File: src/rtl/pipeline_stall_ctrl.sv
// Central pipeline stall controller.
// Arbitrates stall requests from IF, ID, EX and MEM into the stall vector
// consumed by the PC and the inter-stage pipeline registers, sequences
// multi-cycle EX operations and guards MEM waits with a sticky watchdog.
// Stall bit map: [0]=PC [1]=IF [2]=ID [3]=EX [4]=MEM [5]=WB.
//
// Ports
//   clk                clock, all state on posedge
//   rst_n              asynchronous active-low reset
//   stallreq_if_i      IF fetch not ready
//   stallreq_id_i      ID load-use hazard
//   ex_multi_start_i   EX begins a multi-cycle op (held high while held off)
//   stallreq_mem_i     MEM access not complete
//   timeout_clr_i      clears sticky watchdog flag
//   stall_o            stall vector (combinational)
//   ex_multi_done_o    multi-cycle result valid this cycle (combinational)
//   mem_timeout_o      sticky watchdog error flag (registered)
//   stall_cycles_o     saturating count of cycles with stall[0]=1 (registered)
module pipeline_stall_ctrl #(
    parameter int unsigned MULTI_CYCLES = 4,
    parameter int unsigned MEM_TIMEOUT  = 64,
    parameter int unsigned CNT_W        = 32
) (
    input  logic             clk,
    input  logic             rst_n,
    input  logic             stallreq_if_i,
    input  logic             stallreq_id_i,
    input  logic             ex_multi_start_i,
    input  logic             stallreq_mem_i,
    input  logic             timeout_clr_i,
    output logic [5:0]       stall_o,
    output logic             ex_multi_done_o,
    output logic             mem_timeout_o,
    output logic [CNT_W-1:0] stall_cycles_o
);

    localparam int unsigned EX_CNT_W  = 8;
    localparam int unsigned MEM_CNT_W = (MEM_TIMEOUT > 1) ? $clog2(MEM_TIMEOUT) : 1;

    localparam logic [EX_CNT_W-1:0]  EX_LOAD  = EX_CNT_W'(MULTI_CYCLES - 2);
    localparam logic [MEM_CNT_W-1:0] MEM_LAST = MEM_CNT_W'(MEM_TIMEOUT - 1);
    localparam logic [CNT_W-1:0]     CNT_MAX  = '1;

    typedef enum logic {
        ST_RUN     = 1'b0,
        ST_EX_BUSY = 1'b1
    } state_e;

    state_e               state_q, state_d;
    logic [EX_CNT_W-1:0]  ex_cnt_q, ex_cnt_d;
    logic [MEM_CNT_W-1:0] mem_cnt_q, mem_cnt_d;
    logic                 mem_timeout_q, mem_timeout_d;
    logic [CNT_W-1:0]     stall_cycles_q, stall_cycles_d;

    logic                 mem_req;
    logic                 ex_busy;
    logic                 ex_cnt_zero;

    // Request qualification; a tripped watchdog masks further MEM stalls
    always_comb begin
        mem_req     = stallreq_mem_i && !mem_timeout_q;
        ex_cnt_zero = (ex_cnt_q == '0);
        ex_busy     = ((state_q == ST_RUN) && ex_multi_start_i) ||
                      ((state_q == ST_EX_BUSY) && !ex_cnt_zero);
    end

    // Priority stall encoding; forced idle while reset is asserted
    always_comb begin
        stall_o         = 6'b000000;
        ex_multi_done_o = 1'b0;
        if (rst_n) begin
            if (mem_req)            stall_o = 6'b011111;
            else if (ex_busy)       stall_o = 6'b001111;
            else if (stallreq_id_i) stall_o = 6'b000111;
            else if (stallreq_if_i) stall_o = 6'b000011;
            ex_multi_done_o = (state_q == ST_EX_BUSY) && ex_cnt_zero && !mem_req;
        end
    end

    // EX sequencer; a MEM wait freezes both state and countdown
    always_comb begin
        state_d  = state_q;
        ex_cnt_d = ex_cnt_q;
        case (state_q)
            ST_RUN: begin
                if (ex_multi_start_i && !mem_req) begin
                    state_d  = ST_EX_BUSY;
                    ex_cnt_d = EX_LOAD;
                end
            end
            ST_EX_BUSY: begin
                if (!mem_req) begin
                    if (ex_cnt_zero) state_d  = ST_RUN;
                    else             ex_cnt_d = ex_cnt_q - EX_CNT_W'(1);
                end
            end
            default: begin
                state_d  = ST_RUN;
                ex_cnt_d = '0;
            end
        endcase
    end

    // MEM watchdog; clear takes precedence over a simultaneous trip
    always_comb begin
        mem_timeout_d = mem_timeout_q;
        mem_cnt_d     = mem_cnt_q;
        if (timeout_clr_i) begin
            mem_timeout_d = 1'b0;
            mem_cnt_d     = '0;
        end else if (!stallreq_mem_i) begin
            mem_cnt_d = '0;
        end else if (!mem_timeout_q) begin
            if (mem_cnt_q == MEM_LAST) begin
                mem_timeout_d = 1'b1;
                mem_cnt_d     = '0;
            end else begin
                mem_cnt_d = mem_cnt_q + MEM_CNT_W'(1);
            end
        end
    end

    // Saturating PC-stall performance counter
    always_comb begin
        stall_cycles_d = stall_cycles_q;
        if (stall_o[0] && (stall_cycles_q != CNT_MAX)) begin
            stall_cycles_d = stall_cycles_q + CNT_W'(1);
        end
    end

    always_ff @(posedge clk or negedge rst_n) begin
        if (!rst_n) begin
            state_q        <= ST_RUN;
            ex_cnt_q       <= '0;
            mem_cnt_q      <= '0;
            mem_timeout_q  <= 1'b0;
            stall_cycles_q <= '0;
        end else begin
            state_q        <= state_d;
            ex_cnt_q       <= ex_cnt_d;
            mem_cnt_q      <= mem_cnt_d;
            mem_timeout_q  <= mem_timeout_d;
            stall_cycles_q <= stall_cycles_d;
        end
    end

    assign mem_timeout_o  = mem_timeout_q;
    assign stall_cycles_o = stall_cycles_q;

endmodule
File: config.mk
export PLATFORM = sky130hd
export DESIGN_NAME = pipeline_stall_ctrl
export DESIGN_NICKNAME = d
export VERILOG_FILES = /design/src/rtl/pipeline_stall_ctrl.sv
export SDC_FILE = /design/constraint.sdc
export NUM_CORES = 1
export LEC_CHECK = 0
export CORE_UTILIZATION = 47
export CTS_CLUSTER_SIZE = 25
export DETAILED_ROUTE_END_ITERATION = 7
export PLACE_DENSITY = 0.75
export SYNTH_ARGS = -nofsm -noshare
export SYNTH_HDL_FRONTEND = slang
export SYNTH_SLANG_ARGS = --single-unit
File: constraint.sdc
create_clock -name clk -period 1.9 [get_ports clk]
set_input_delay 0.38 -clock clk [delete_from_list [all_inputs] [get_ports clk]]
set_output_delay 0.38 -clock clk [all_outputs]
set_load 0.01 [all_outputs]
# Yosys cells after proc, flatten, opt, wreduce, memory -nomap -nowiden
# Cells that the tools add are included.
# word_totals
register_bits,48
input_bits,7
output_inout_bits,40
wordCells,51
# op_classes
add_sub_neg,3
n_eq_ne,6
mux,22
bitwise_logic,1
n_reduce_logical,14
# ops
op,n
$add 32x1->32 const B,1
$ne 32x32->1 const B,1
$mux 6,5
$mux 8,3
$pmux 8 s2,1
$logic_not 8->1,1
$mux 1,8
$sub 8x1->8 const B,1
$logic_and 1x1->1,7
$add 6x1->6 const B,1
$eq 6x6->1 const B,1
$mux 5,1
$mux 4,1
$ne 2x2->1 const B,2
$logic_not 1->1,3
$mux 3,1
$ne 3x3->1 const B,1
$reduce_and 3->1,1
$mux 2,1
$ne 2x1->1 const B,1
$pmux 1 s2,1
$reduce_bool 2->1,1
$logic_or 1x1->1,1
$not 1->1,1

# Depth between registers and ports, before layout
# Gate-level depths: netlist of the first run.
# depth
word_depth,8
mapped_depth,7
ltp_nobuf,6

# Least setup slack after synthesis of the first run
# Ideal clock, no wire load.
# synth_timing
kind,reg2out
start,register ex_cnt_q[5]
end,output port stall_o[1]
arrival_ps,1545
t_required_ps,1520
slack_ps,-25
stages_incl_launch_ff,6
n_path_buf,2
cell_sequence,dfrtp_1 > nor4_4 > a41oi_4 > o21a_1 > buf_4 > buf_4
# synth_between
elab_chain_cells,7
# synth_rtl
element,line_no,text
start: declaration,50,"logic [EX_CNT_W-1:0] ex_cnt_q, ex_cnt_d;"
start signal: assignment,140,ex_cnt_q <= ex_cnt_d;
$logic_not 8->1,62,ex_cnt_zero = (ex_cnt_q == '0);
$logic_not 1->1,64,((state_q == ST_EX_BUSY) && !ex_cnt_zero);
$logic_and 1x1->1,64,
$logic_or 1x1->1,63,ex_busy = ((state_q == ST_RUN) && ex_multi_start_i) ||
$mux 4,73,else if (ex_busy) stall_o = 6'b001111;
$mux 5,72,if (mem_req) stall_o = 6'b011111;
$mux 6,71,if (rst_n) begin
end: declaration,31,"output logic [5:0] stall_o,"
# Every way passes these cells.

# Worst setup path in the final report of the first run
# layout_timing
start,register ex_cnt_q[3]
end,output port stall_o[2]
# Same word-level chain as after synthesis.

==> metrics.log, run 1 <==
INFO  metric run_status = complete, but fails checks
INFO  metric failed_checks = negative setup slack
INFO  metric grt.total_usage = 0.2317
INFO  metric arrival = 1830 ps
INFO  metric finalCriticalPeriod = 2207 ps
INFO  metric synth-seq-cells = 48
INFO  metric synth-seq-area-share = 0.4563
INFO  metric area_delta_synth_final = 38.69%
INFO  metric post-dp-hpwl = 4477 um
INFO  metric vdd.ir_drop.worst = 651.7 uV
INFO  metric grt_pass1_wl = 10,790 um
INFO  metric layout.nets = 357
INFO  metric mappedNetlistNets = 267
INFO  metric floorplan.io_pins = 47
INFO  metric maxCapViolCount = 0
INFO  metric final.setup_skew = 5.509 ps
INFO  metric count_of_port_buffers_added_during_placement = 45
INFO  metric timing.slew.headroom = 0.6224
INFO  metric antennaDiodeCount = 0
INFO  metric routed_wire_length_per_instance = 15.43 um
INFO  metric detail_route.vias_per_cell = 5.506
INFO  metric critPathMaxStageDelay = 430 ps
INFO  metric route.antenna.remaining_nets = 0
INFO  metric power.leakage = 0.001554 uW
INFO  metric met1_length = 2883 um
INFO  metric grt_start_max_net_pins = 47
INFO  metric post-route-worst-setup-slack = -306.5 ps
INFO  metric first_pass_iters = 5
INFO  metric initial_core_utilization = 0.5026
INFO  metric synthTopCellsByArea = sky130_fd_sc_hd__dfrtp_1, sky130_fd_sc_hd__xnor2_1, sky130_fd_sc_hd__nand4_1, sky130_fd_sc_hd__nand3_1, sky130_fd_sc_hd__xor2_1
INFO  metric synth_enable_flop_cells = 0
INFO  metric post_route_drc = 0
INFO  metric clock_sink_count = 48
INFO  metric dr.max_layer_used = met4
INFO  metric synthTopCellsByCount = sky130_fd_sc_hd__dfrtp_1, sky130_fd_sc_hd__xnor2_1, sky130_fd_sc_hd__nor2_1, sky130_fd_sc_hd__nand3_1, sky130_fd_sc_hd__nand4_1
INFO  metric syn-instance-count = 256
INFO  metric clk_transition_reported_paths = 90 ps
INFO  metric place_ws = -517.3 ps
INFO  metric die_w = 76.84 um
INFO  metric final_max_slew_viol_count = 0
INFO  metric postRouteWirelength = 6434 um
INFO  metric final.period_utilization = 1.161
INFO  metric clock_latency_of_the_later_clocked_register_in_the_worst_skew_pair = 300 ps
INFO  metric synthFlopType = sky130_fd_sc_hd__dfrtp_1
INFO  metric clk_path_buf_depth = 2
INFO  metric crit_required = 1520 ps
INFO  metric netlist-cell-type-count = 43
INFO  metric y_dimension_of_the_die = 76.84 um
INFO  metric cts_max_level = 2
INFO  metric critPathKind = reg2out
INFO  metric maxClockFrequency = 453.2 MHz
INFO  metric layout_cell_share_with_drive_strength_beyond_1 = 0.2392
INFO  metric final-setup-viol-count = 7
INFO  metric syn_area_cell = 10.28 sq um
INFO  metric critical_path.top_delay_family = flip-flops
INFO  metric yosysMostFrequentCell = sky130_fd_sc_hd__dfrtp_1
INFO  metric cts_tree = done
INFO  metric start_kind = flop
INFO  metric initial_antenna_violation_count = 0
INFO  metric cts_root_buf = sky130_fd_sc_hd__clkbuf_8
INFO  metric worst_slew_pin_slew = 566.4 ps
INFO  metric ys_warn_count = 0
INFO  metric synth_largest_area_cell = sky130_fd_sc_hd__dfrtp_1
INFO  metric final_hold_viol_count = 0
INFO  metric rsz0062_at_grt = true
INFO  metric design_area = 0.003651 sq mm
INFO  metric synthArstFlopShare = 1.000
INFO  metric routed-via-count = 2,296
INFO  metric met3_length = 346 um
INFO  metric route.met2.wl = 3143 um
INFO  metric kind_of_end_point_of_the_critical_path = output port
INFO  metric critical-path-slowest-cell = sky130_fd_sc_hd__dfrtp_1
INFO  metric cp_cell_sequence = nor4_4 -> a41oi_4 -> buf_6 -> o31a_1 -> buf_2
INFO  metric power.density = 893.6 mW/mm^2
INFO  metric netlist.area_leader.share = 0.4563
INFO  metric holdCritPathClass = in2async
INFO  metric routabilityCongestion = 0.8442
INFO  metric tritoncts.num_buffers = 5
INFO  metric overflow = 0
INFO  metric placement.cell_area = 0.003412 sq mm
INFO  metric drtIter0Drc = 131
INFO  metric critical_path.n_buffers_inverters = 2
INFO  metric first_global_vias = 2,293
INFO  metric placement_rows = 26
INFO  metric core_area = 0.005238 sq mm
INFO  metric crit_fanout = 3
INFO  metric die_area = 0.005904 sq mm
INFO  metric synth.cell_area = 0.002633 sq mm
[power by group]
part	switching, uW	internal, uW
clock network	336	297
logic	611	703
registers	135	1180
total	1080	2180
[final cells by class]
class / instances / area, sq um
clock buffer: 8 / 90.09
fill: 413 / 1587
inverter: 4 / 15.01
multi-input combinational: 194 / 1444
sequential: 48 / 1201
tap: 70 / 87.58
timing repair buffer: 93 / 813.3
[worst paths after layout]
path / from / endpoint / slack, ps / cells past startpoint
worst max-delay path: ex_cnt_q[3]$_DFFE_PN0P_ / stall_o[2] / -310 / 5
worst min-delay path: rst_n / stall_cycles_o[2]$_DFFE_PN0P_ / 470 / 3
worst max register to register: ex_cnt_q[3]$_DFFE_PN0P_ / stall_cycles_o[1]$_DFFE_PN0P_ / -110 / 6
worst min register to register: stall_cycles_o[7]$_DFFE_PN0P_ / stall_cycles_o[7]$_DFFE_PN0P_ / 510 / 1
max in group asynchronous: rst_n / stall_cycles_o[27]$_DFFE_PN0P_ / 1050 / 3
min in group clk: stall_cycles_o[7]$_DFFE_PN0P_ / stall_cycles_o[7]$_DFFE_PN0P_ / 510 / 1
[sequential cells by signal, indices dropped and copies added, names as in the netlist]
name            cells
ex_cnt_q            8
mem_cnt_q           6
stall_cycles_o     32
state_q             1
mem_timeout_o       1
[layer usage]
layer | up-vias | track usage
met2 | 71 | 0.3696
li1 | 1102 | -
met5 | - | 0
met4 | 0 | 0.08269
met1 | 1117 | 0.3124
met3 | 6 | 0.04524
[cells by family after synthesis]
family          Yosys count  share of synthesized area
compound gates           20                    0.06131
xor+xnor                 40                     0.1331
fa+ha+maj                 4                    0.01901
buf+inv                  14                    0.03184
flops                    48                     0.4563
mux                       2                   0.008080
other cells               1                   0.001424
simple gates            127                     0.2890
[placed cells by master, fill, tap and decap left out, drive strengths merged, types with 2 or more instances in the layout]
cell type / n
buf: 53
dfrtp: 48
clkdlybuf4s50: 38
xnor2: 30
nand4: 24
nor2: 22
nand3: 22
and3: 13
nand2: 12
xor2: 10
and4: 9
clkbuf: 8
nor3: 8
o21ai: 5
and2: 5
a21oi: 5
inv: 4
ha: 4
nor2b: 3
nor4: 2
or3: 2
nand2b: 2
o21a: 2
[repair_timing]
action	in CTS	in global routing
endpoints found under the setup margin	19	26
hold buffers	1	0
resized for setup	34	15
setup buffers	4	3
cloned	0	0
pin swaps	4	10
hold endpoints to repair	2	0
[worst reg2reg max path, cell delays in order (launching register included)]
cell                      delay (ps)
sky130_fd_sc_hd__dfrtp_1         430
sky130_fd_sc_hd__nor4_4          380
sky130_fd_sc_hd__a41oi_4         190
sky130_fd_sc_hd__o21a_2          290
sky130_fd_sc_hd__buf_8           170
sky130_fd_sc_hd__nand2_1         100
sky130_fd_sc_hd__mux2_1          330
[per-stage QoR]
stage / power (uW) / hold slack [ps] / setup TNS (ps) / cells / utilization
after floorplan: 1888 / 84.41 / 0 / 256 / -
after global placement: 2455 / 242.4 / -8894 / 403 / 0.6515
after detailed placement: 2500 / 241.9 / -9703 / 403 / 0.6515
after CTS: 3218 / 448.5 / -1330 / 416 / 0.6806
after global routing: 3451 / 531.2 / -2060 / 417 / 0.6971
final: 3263 / 470.7 / -1238 / 417 / 0.6971
Power figures use the tool's default switching activity.
==> run 2, diff against run 1 <==
Settings changed: CORE_ASPECT_RATIO set to 0.8, CORE_MARGIN set to 2, SLEW_MARGIN set to 0.
==> run 2 against run 1 <==
  * The flow still finishes with violations (negative setup slack)
  * Sequential share of layout area fell by 0.33 points
  * Maximum frequency increased by 2.7%
  * Power is 0.78% lower
  * Design area is 1.1% higher
  * Largest cell class unchanged
  * Global-route usage decreased by 0.49 points
  * Via count rose by 1.2%
  * Sequential cell count unchanged
==> metrics.log, run 2 (synthesized netlist as in run 1, its figures left out) <==
INFO  metric cts_tree = done
INFO  metric area_delta_synth_final = 40.26%
INFO  metric post_route_drc = 0 (unchanged)
INFO  metric cts_root_buf = sky130_fd_sc_hd__clkbuf_8
INFO  metric post-route-worst-setup-slack = -247.6 ps (+58.96 ps)
INFO  metric final-setup-viol-count = 5 (-2)
INFO  metric grt.total_usage = 0.2267 (-0.004949)
INFO  metric count_of_port_buffers_added_during_placement = 45 (unchanged)
INFO  metric place_ws = -550.3 ps (-33.02 ps)
INFO  metric clock_sink_count = 48 (unchanged)
INFO  metric most-common-layout-cells = sky130_fd_sc_hd__dfrtp_1, sky130_fd_sc_hd__buf_4, sky130_fd_sc_hd__clkdlybuf4s50_1
INFO  metric vdd.ir_drop.worst = 528.4 uV (-19%)
INFO  metric initial_antenna_violation_count = 0 (unchanged)
INFO  metric multi_input_area = 0.001484 sq mm (+2.8%)
INFO  metric design_area = 0.003692 sq mm (+1.1%)
INFO  metric rsz0062_at_grt = true
INFO  metric detail_route.vias_per_cell = 5.453 (-0.96%)
INFO  metric initial_core_utilization = 0.4843 (-0.01828)
INFO  metric post-dp-hpwl = 4760 um (+6.3%)
INFO  metric final.period_utilization = 1.130 (-0.03103)
INFO  metric drtIter0Drc = 148 (+13%)
INFO  metric run_status = complete, but fails checks
INFO  metric clk_transition_reported_paths = 80 ps (about the same)
INFO  metric placement_rows = 24 (-7.7%)
INFO  metric tritoncts.num_buffers = 5 (unchanged)
INFO  metric placement.cell_area = 0.003430 sq mm (+0.51%)
INFO  metric clock_latency_of_the_later_clocked_register_in_the_worst_skew_pair = 300 ps (about the same)
INFO  metric final_hold_viol_count = 0 (unchanged)
INFO  metric number_of_flip_flops_under_the_largest_register_name = 32 (unchanged)
INFO  metric final.setup_skew = 5.568 ps (+0.05890 ps)
INFO  metric arrival = 1770 ps (-60 ps)
INFO  metric crit_required = 1520 ps (about the same)
INFO  metric failed_checks = negative setup slack
INFO  metric floorplan.io_pins = 47 (unchanged)
INFO  metric finalCriticalPeriod = 2148 ps (-58.96 ps)
INFO  metric met3_length = 332 um (-4.0%)
INFO  metric clk_path_buf_depth = 2 (unchanged)
INFO  metric first_pass_iters = 4 (-1)
INFO  metric route.met2.wl = 3104 um (-1.2%)
INFO  metric final_max_slew_viol_count = 0 (unchanged)
INFO  metric cts_max_level = 2 (unchanged)
INFO  metric dr.max_layer_used = met4
INFO  metric routed-via-count = 2,323 (+1.2%)
INFO  metric first_global_vias = 2,278 (-0.65%)
INFO  metric holdCritPathClass = in2async
INFO  metric fillCellCount = 429 (+3.9%)
INFO  metric layout_cell_share_with_drive_strength_beyond_1 = 0.2615 (+0.02230)
INFO  metric crit_fanout = 3 (unchanged)
INFO  metric power.leakage = 0.001583 uW (+1.9%)
INFO  metric critPathKind = reg2out
INFO  metric kind_of_end_point_of_the_critical_path = output port
INFO  metric regArea = 0.001202 sq mm (+0.10%)
INFO  metric grt_start_max_net_pins = 20 (-57%)
INFO  metric postRouteWirelength = 6723 um (+4.5%)
INFO  metric cts_stage_hold_buffer_count = 0 (-1)
INFO  metric core_area = 0.005435 sq mm (+3.8%)
INFO  metric die_area = 0.006220 sq mm (+5.3%)
INFO  metric overflow = 0 (unchanged)
INFO  metric routabilityCongestion = 0.8411 (-0.37%)
INFO  metric route.antenna.remaining_nets = 0 (unchanged)
INFO  metric layout.nets = 358 (+0.28%)
INFO  metric met1_length = 3165 um (+9.8%)
INFO  metric start_kind = flop
INFO  metric maxClockFrequency = 465.6 MHz (+2.7%)
INFO  metric routed_wire_length_per_instance = 15.78 um (+2.3%)
INFO  metric grt_pass1_wl = 11,100 um (+2.8%)
INFO  metric y_dimension_of_the_die = 70.94 um (-7.7%)
INFO  metric die_w = 87.68 um (+14%)
INFO  metric antennaDiodeCount = 0 (unchanged)
INFO  metric power.density = 876.8 mW/mm^2 (-1.9%)
INFO  metric maxCapViolCount = 0 (unchanged)
-- run 2: worst paths after layout --
path / depth (start not counted) / slack (ps) / from / to
worst max-delay path: 5 / -250 / ex_cnt_q[3]$_DFFE_PN0P_ / stall_o[2]
worst min-delay path: 2 / 100 / rst_n / ex_cnt_q[1]$_DFFE_PN0P_
worst max register to register: 7 / 10 / ex_cnt_q[3]$_DFFE_PN0P_ / stall_cycles_o[28]$_DFFE_PN0P_
worst min register to register: 1 / 510 / stall_cycles_o[7]$_DFFE_PN0P_ / stall_cycles_o[7]$_DFFE_PN0P_
max in group asynchronous: 3 / 1310 / rst_n / mem_cnt_q[0]$_DFFE_PN0P_
min in group clk: 1 / 510 / stall_cycles_o[7]$_DFFE_PN0P_ / stall_cycles_o[7]$_DFFE_PN0P_
-- run 2: per-stage QoR --
step / util / power, uW / std cells / hold slack (ps) / TNS (ps)
floorplan: - / 1888 / 256 / 84.41 / 0
global placement: 0.6310 / 2401 / 412 / 405.9 / -8245
detailed placement: 0.6310 / 2441 / 412 / 413.0 / -8572
CTS: 0.6616 / 3144 / 424 / 95.38 / -857.5
global route: 0.6793 / 3411 / 426 / 103.6 / -1214
finish: 0.6793 / 3237 / 426 / 97.78 / -825.5
-- run 2: report_power, final --
| part | switching [uW] | leakage (uW) | total, uW | internal (uW) |
|---|---|---|---|---|
| clock network | 324 | 0.0000455 | 621 | 297 |
| logic | 624 | 0.000898 | 1300 | 680 |
| registers | 130 | 0.000640 | 1310 | 1180 |
-- run 2: cell type report --
| cell class | count | share of cell area |
|---|---|---|
| timing repair buffer | 94 | 0.2176 |
| multi-input combinational | 194 | 0.4019 |
| tap | 78 | 0.02643 |
| inverter | 4 | 0.004066 |
| clock buffer | 8 | 0.02440 |
| sequential | 48 | 0.3257 |
-- run 2: worst max-delay path: stages (launching register included) --
cell and delay, ps:
sky130_fd_sc_hd__dfrtp_2 440, sky130_fd_sc_hd__nor4_4 360, sky130_fd_sc_hd__a41oi_4 170, sky130_fd_sc_hd__buf_6 150, sky130_fd_sc_hd__o31a_1 220, sky130_fd_sc_hd__buf_2 140
-- run 2: timing repair --
action,4_1_cts,5_1_grt
resized for setup,36,21
pin swaps,5,7
hold endpoints to repair,0,0
buffers inserted,4,4
setup endpoints to repair,17,19
-- run 2: routing by layer --
metal / GRT usage / vias up
li1: - / 1103
met1: 0.3497 / 1137
met2: 0.3308 / 70
met3: 0.03967 / 13
met4: 0.05812 / 0
met5: 0 / -
